===== config.mk =====
export PLATFORM = sky130hd
export DESIGN_NAME = subleq_core
export DESIGN_NICKNAME = d
export VERILOG_FILES = /design/src/rtl/subleq_core.sv
export SDC_FILE = /design/constraint.sdc
export NUM_CORES = 1
export LEC_CHECK = 0
export ABC_AREA = 1
export ABC_CLOCK_PERIOD_IN_PS = 4800
export CORE_AREA = 2 2 150 152
export DETAILED_ROUTE_END_ITERATION = 10
export DIE_AREA = 0 0 152 154
export DONT_BUFFER_PORTS = 1
export GPL_TIMING_DRIVEN = 0
export PLACE_DENSITY = 0.66
export SLEW_MARGIN = 20
export SYNTH_ARGS = -nofsm -noshare
export SYNTH_HDL_FRONTEND = slang
export SYNTH_SLANG_ARGS = --single-unit

===== constraint.sdc =====
create_clock -name clk -period 4.8 [get_ports clk]
set_input_delay 0.24 -clock clk [delete_from_list [all_inputs] [get_ports clk]]
set_output_delay 0.24 -clock clk [all_outputs]
set_load 0.01 [all_outputs]

===== src/rtl/subleq_core.sv =====
// subleq_core: single-issue SUBLEQ core ("subleq a,b,c") on one req/ack memory port.
// Every instruction is four accesses in order: fetch pc, read a, read b, write b.
module subleq_core #(
  parameter int unsigned           ADDR_WIDTH  = 8,
  parameter int unsigned           DATA_WIDTH  = 24,
  parameter logic [ADDR_WIDTH-1:0] RESET_PC    = '0,
  parameter int unsigned           COUNT_WIDTH = 32
) (
  input  logic                   clk,
  input  logic                   rst,
  input  logic                   run,
  // Memory handshake: mem_req/mem_we/mem_addr/mem_wdata come straight from
  // registers and hold until a cycle with mem_req & mem_ack, which completes
  // the access; a follow-on access is presented the next cycle with mem_req
  // kept high. Read data is taken only in the ack cycle of a read.
  output logic                   mem_req,
  output logic                   mem_we,
  output logic [ADDR_WIDTH-1:0]  mem_addr,
  output logic [DATA_WIDTH-1:0]  mem_wdata,
  input  logic                   mem_ack,
  input  logic [DATA_WIDTH-1:0]  mem_rdata,
  output logic [ADDR_WIDTH-1:0]  pc,
  output logic                   halted,
  output logic [COUNT_WIDTH-1:0] instr_count,
  output logic [2:0]             dbg_state
);

  localparam int unsigned A = ADDR_WIDTH;

  if (DATA_WIDTH < 3 * ADDR_WIDTH) begin : g_width_check
    $error("subleq_core: DATA_WIDTH must be at least 3*ADDR_WIDTH");
  end

  typedef enum logic [2:0] {
    S_IDLE  = 3'd0,
    S_FETCH = 3'd1,
    S_RD_A  = 3'd2,
    S_RD_B  = 3'd3,
    S_WR_B  = 3'd4,
    S_HALT  = 3'd5
  } state_e;

  state_e                 state_q, state_d;
  logic [A-1:0]           pc_q, pc_d;
  logic                   halted_q, halted_d;
  logic [COUNT_WIDTH-1:0] count_q, count_d;
  logic                   req_q, req_d;
  logic                   we_q, we_d;
  logic [A-1:0]           addr_q, addr_d;
  logic [DATA_WIDTH-1:0]  wdata_q, wdata_d;
  // Only the b and c fields are kept: a is used straight from the fetch data.
  logic [2*A-1:0]         ir_q, ir_d;
  logic [DATA_WIDTH-1:0]  opa_q, opa_d;
  logic [DATA_WIDTH-1:0]  opb_q, opb_d;

  logic [A-1:0]           ir_b, ir_c;
  logic [DATA_WIDTH-1:0]  res;
  logic                   res_le_zero;
  logic [A-1:0]           pc_inc, pc_next;

  assign ir_b        = ir_q[2*A-1:A];
  assign ir_c        = ir_q[A-1:0];
  assign res         = opb_q - opa_q;
  assign res_le_zero = res[DATA_WIDTH-1] | (res == '0);
  assign pc_inc      = pc_q + ADDR_WIDTH'(1);
  assign pc_next     = res_le_zero ? ir_c : pc_inc;

  always_comb begin
    state_d  = state_q;
    pc_d     = pc_q;
    halted_d = halted_q;
    count_d  = count_q;
    req_d    = req_q;
    we_d     = we_q;
    addr_d   = addr_q;
    wdata_d  = wdata_q;
    ir_d     = ir_q;
    opa_d    = opa_q;
    opb_d    = opb_q;
    unique case (state_q)
      S_IDLE: begin
        if (run) begin
          state_d = S_FETCH;
          req_d   = 1'b1;
          we_d    = 1'b0;
          addr_d  = pc_q;
        end
      end
      S_FETCH: begin
        if (mem_ack) begin
          ir_d    = mem_rdata[2*A-1:0];
          addr_d  = mem_rdata[3*A-1:2*A];
          state_d = S_RD_A;
        end
      end
      S_RD_A: begin
        if (mem_ack) begin
          opa_d   = mem_rdata;
          addr_d  = ir_b;
          state_d = S_RD_B;
        end
      end
      S_RD_B: begin
        if (mem_ack) begin
          opb_d   = mem_rdata;
          wdata_d = mem_rdata - opa_q;
          we_d    = 1'b1;
          state_d = S_WR_B;
        end
      end
      S_WR_B: begin
        if (mem_ack) begin
          count_d = count_q + COUNT_WIDTH'(1);
          pc_d    = pc_next;
          we_d    = 1'b0;
          wdata_d = '0;
          // A taken branch back onto itself can never make progress: stop.
          if (res_le_zero && (ir_c == pc_q)) begin
            halted_d = 1'b1;
            req_d    = 1'b0;
            state_d  = S_HALT;
          end else if (run) begin
            req_d   = 1'b1;
            addr_d  = pc_next;
            state_d = S_FETCH;
          end else begin
            req_d   = 1'b0;
            state_d = S_IDLE;
          end
        end
      end
      S_HALT: begin
        req_d = 1'b0;
        we_d  = 1'b0;
      end
      default: begin
        state_d = S_IDLE;
        req_d   = 1'b0;
        we_d    = 1'b0;
      end
    endcase
  end

  always_ff @(posedge clk or posedge rst) begin
    if (rst) begin
      state_q  <= S_IDLE;
      pc_q     <= RESET_PC;
      halted_q <= 1'b0;
      count_q  <= '0;
      req_q    <= 1'b0;
      we_q     <= 1'b0;
      addr_q   <= '0;
      wdata_q  <= '0;
      ir_q     <= '0;
      opa_q    <= '0;
      opb_q    <= '0;
    end else begin
      state_q  <= state_d;
      pc_q     <= pc_d;
      halted_q <= halted_d;
      count_q  <= count_d;
      req_q    <= req_d;
      we_q     <= we_d;
      addr_q   <= addr_d;
      wdata_q  <= wdata_d;
      ir_q     <= ir_d;
      opa_q    <= opa_d;
      opb_q    <= opb_d;
    end
  end

  assign mem_req     = req_q;
  assign mem_we      = we_q;
  assign mem_addr    = addr_q;
  assign mem_wdata   = wdata_q;
  assign pc          = pc_q;
  assign halted      = halted_q;
  assign instr_count = count_q;
  assign dbg_state   = 3'(state_q);

endmodule


==> flow_summary.json <==
{
  "crit_top_cell": "nand2_1",
  "chipWidth_um": 152,
  "die-area_mm2": 0.0234,
  "htreeDepth": 4,
  "cts-root-buf": "clkbuf_16",
  "hold_viol_final": 0,
  "path_class": "register to register",
  "grt-ovfl-total": 0,
  "pwr-share-seq_pct": 42.8,
  "comb_power_share_pct": 12.5,
  "maxCapViolCount": 0,
  "post-synth-top-area-cell": "dfrtp_1",
  "synth_edf_count": 0,
  "setup_viol": 0,
  "dpl.cell_count": 1551,
  "hp-class": "input port to register",
  "rrSetupSlack_ps": 1630,
  "row_count": 54,
  "status": "finished, final reports clean",
  "clk_pin_slew_ps": 70,
  "routed_via_density": 5.12,
  "synth-seq-cells": 142,
  "critical_path.slowest_cell": "dfrtp_1",
  "powerDensity_mw_per_mm2": 283,
  "leakage_nw": 5.29,
  "clock_skew_ps": 14.1,
  "fin_setup_tns_ps": 0,
  "cts-buffers-inserted": 17,
  "vias": 8126,
  "hold_ws_ps": 11.7,
  "synth_async_sr_flop_share_pct": 100,
  "initial_core_util_pct": 42.6,
  "synth_cell_types": 49,
  "cp_cell_sequence": "ha_1 > fa_1 > inv_1 > nand3_1 > nand2_1 > nand2_1 > nand2_1 > nand3_1 > nand2_1 > nand2_1 > nand2_1 > nand3_1 > nor2_1 > nand2_2 > nand2_2 > nand3_2 > nand2_2 > inv_2 > nand2_1 > nand2_1",
  "yosysSeqAreaShare_pct": 38.5,
  "gr-usage-all-layers_pct": 21.3,
  "wl_per_cell_um": 15.3,
  "tritoncts": "done",
  "instances_no_fill": 1586,
  "post-route-min-period_ps": 3170,
  "crit_path_start_kind": "register",
  "sw_frac_of_total_pct": 27.5,
  "drc_errors": 0,
  "yosysTopAreaCellShare_pct": 38.5,
  "layout_common_cells": "nand2_1, inv_1, dfrtp_1",
  "power.switching_mw": 0.795,
  "synth_cells": 1270,
  "ys_dominant_reg_cell": "dfrtp_1",
  "insertion_delay_ps": 430,
  "grt_pass1_wl_mm": 40.4,
  "avgSynthCellArea_um2": 7.27,
  "maxSlewHeadroom_pct": 58.9,
  "fp.coreArea_mm2": 0.0217,
  "antenna_found_initial": 0,
  "dp_hpwl_mm": 19.3,
  "worstMarginPinSlew_ps": 616,
  "internal-power_mw": 2.10,
  "cp-end-kind": "register",
  "layout.nets": 1371,
  "critical-path-max-stage-delay_ps": 420,
  "path_delay_family": "simple AND/OR/NAND/NOR gates",
  "max_freq_ghz": 0.316,
  "gp_congestion": 0.914,
  "n_antenna_cell": 0,
  "peakVddDrop_v": 0.000195,
  "yosys_warnings": 0,
  "final_common_cell": "nand2_1",
  "ctsResizeCount": 0,
  "clkPwrFrac_pct": 44.7,
  "fillerInstances": 2131,
  "cp_data_required_time_ps": 5110,
  "crit_fanout": 9,
  "syn-cell-area_mm2": 0.00923,
  "pin_count": 106,
  "maxSlewViolCount": 0,
  "ant_nets": 0,
  "rsz0062_at_grt": "false",
  "crit_buf_inv": 2,
  "finalCritPeriodShare_pct": 66.0,
  "ys_top_cells_by_area": "dfrtp_1, nand2_1, inv_1",
  "cts_buffer_depth": 2,
  "syn_nets": 1348,
  "grt_pass1_vias": 7983,
  "port_buffers": 0,
  "die_y_um": 154,
  "drt-total-wl_mm": 24.3,
  "first_iter_violations": 562,
  "drive_gt1_share_pct": 5.44,
  "cp.arrival_ps": 3480,
  "clock_sink_count": 142,
  "dr.pass1.iters": 5,
  "grt_max_degree": 97,
  "syn2layout_area_growth_pct": 10.7
}
## sequential cells by signal, summed over array words and instances (netlist names)
register,flops
mem_wdata,24
mem_addr,8
pc,8
halted,1
opa_q,24
mem_we,1
dbg_state,3
opb_q,24
instr_count,32
mem_req,1
ir_q,16
## cell type report
class                   count  area [µm²]  share of cell area, %
multi-input cells         908        4840                   47.3
flip-flops and latches    142        3550                   34.8
inverters                 198         756                   7.39
clock buffers              21         470                   4.60
well taps                 280         350                   3.43
clock inverters            11         106                   1.04
plain buffers              22        92.6                  0.906
repair buffers              4        57.6                  0.563
## power by group through the flow
stage | logic, mW | clock network (mW) | registers (mW)
6_report | 0.361 | 1.29 | 1.24
2_1_floorplan | 0.279 | 0 | 1.26
3_3_place_gp | 0.350 | 0 | 1.26
3_5_place_dp | 0.357 | 0 | 1.26
5_1_grt | 0.420 | 1.36 | 1.24
4_1_cts | 0.362 | 1.30 | 1.24
## cell families after synthesis
group | Yosys count | synth area share (%)
AOI/OAI and AO/OA | 202 | 12.1
xor gates and xnor gates | 50 | 4.95
adders and majority gates | 50 | 6.94
buffers and inverters | 220 | 9.11
DFF | 142 | 38.5
and+or+nand+nor | 606 | 28.4
## synthesized netlist by cell type, types with 2 or more instances
cell,number
xnor2_1,12
nand3_1,66
o21bai_1,7
nor3_1,15
nor2_2,5
o22ai_1,2
nand2_2,8
inv_1,192
nand3_2,2
nand3b_1,7
inv_2,4
a21oi_1,62
nor4_1,6
nand2_1,395
fa_1,2
o31ai_1,7
ha_1,48
clkbuf_1,19
buf_2,2
nor2_1,68
nor3_2,5
a32o_1,3
xor2_1,37
a21o_1,3
nand4_1,20
dfrtp_1,142
o211ai_1,10
o21ai_0,100
## final timing paths
check | end | startpoint | cells past startpoint
worst max-delay path | mem_addr[2]$_DFFE_PP0P_ | opa_q[0]$_DFFE_PP0P_ | 20
worst min-delay path | opb_q[23]$_DFFE_PP0P_ | mem_rdata[23] | 2
worst max register to register | mem_addr[2]$_DFFE_PP0P_ | opa_q[0]$_DFFE_PP0P_ | 20
worst min register to register | opa_q[16]$_DFFE_PP0P_ | opa_q[16]$_DFFE_PP0P_ | 2
max in group asynchronous | mem_wdata[12]$_DFFE_PP0P_ | rst | 3
min in group asynchronous | instr_count[24]$_DFFE_PP0P_ | rst | 2
## worst register-to-register path: cells and delay by family, from the launching register on
family	cells	cell delay [ps]
AND/OR/NAND/NOR	16	1690
adder cells (fa/ha/maj)	2	680
flip-flops	1	420
buffers and inverters	2	250
## through the flow
stage	utilization [%]	power (mW)	instance area (µm²)	setup WS (ps)
after floorplan	-	1.53	9230	750
after global placement	44.2	1.61	9580	-815
after detailed placement	44.3	1.62	9620	1670
after CTS	47.1	2.90	10200	1640
after global routing	47.1	3.02	10200	1290
final	47.1	2.89	10200	1630
## timing repair
| item | 4_1_cts | 5_1_grt |
|---|---|---|
| hold buffers | 3 | 0 |
| setup buffers | 0 | 0 |
| hold endpoints to repair | 48 | 0 |
## metal layers
layer,global-route usage [%],up-vias,part of all wire [%]
li1,-,4130,-
met1,28.6,3795,47
met2,33.9,168,45
met3,4.57,33,4.7
met4,8.01,0,2.6
met5,0,-,0
Note: power is estimated with default switching activity, not from simulation.
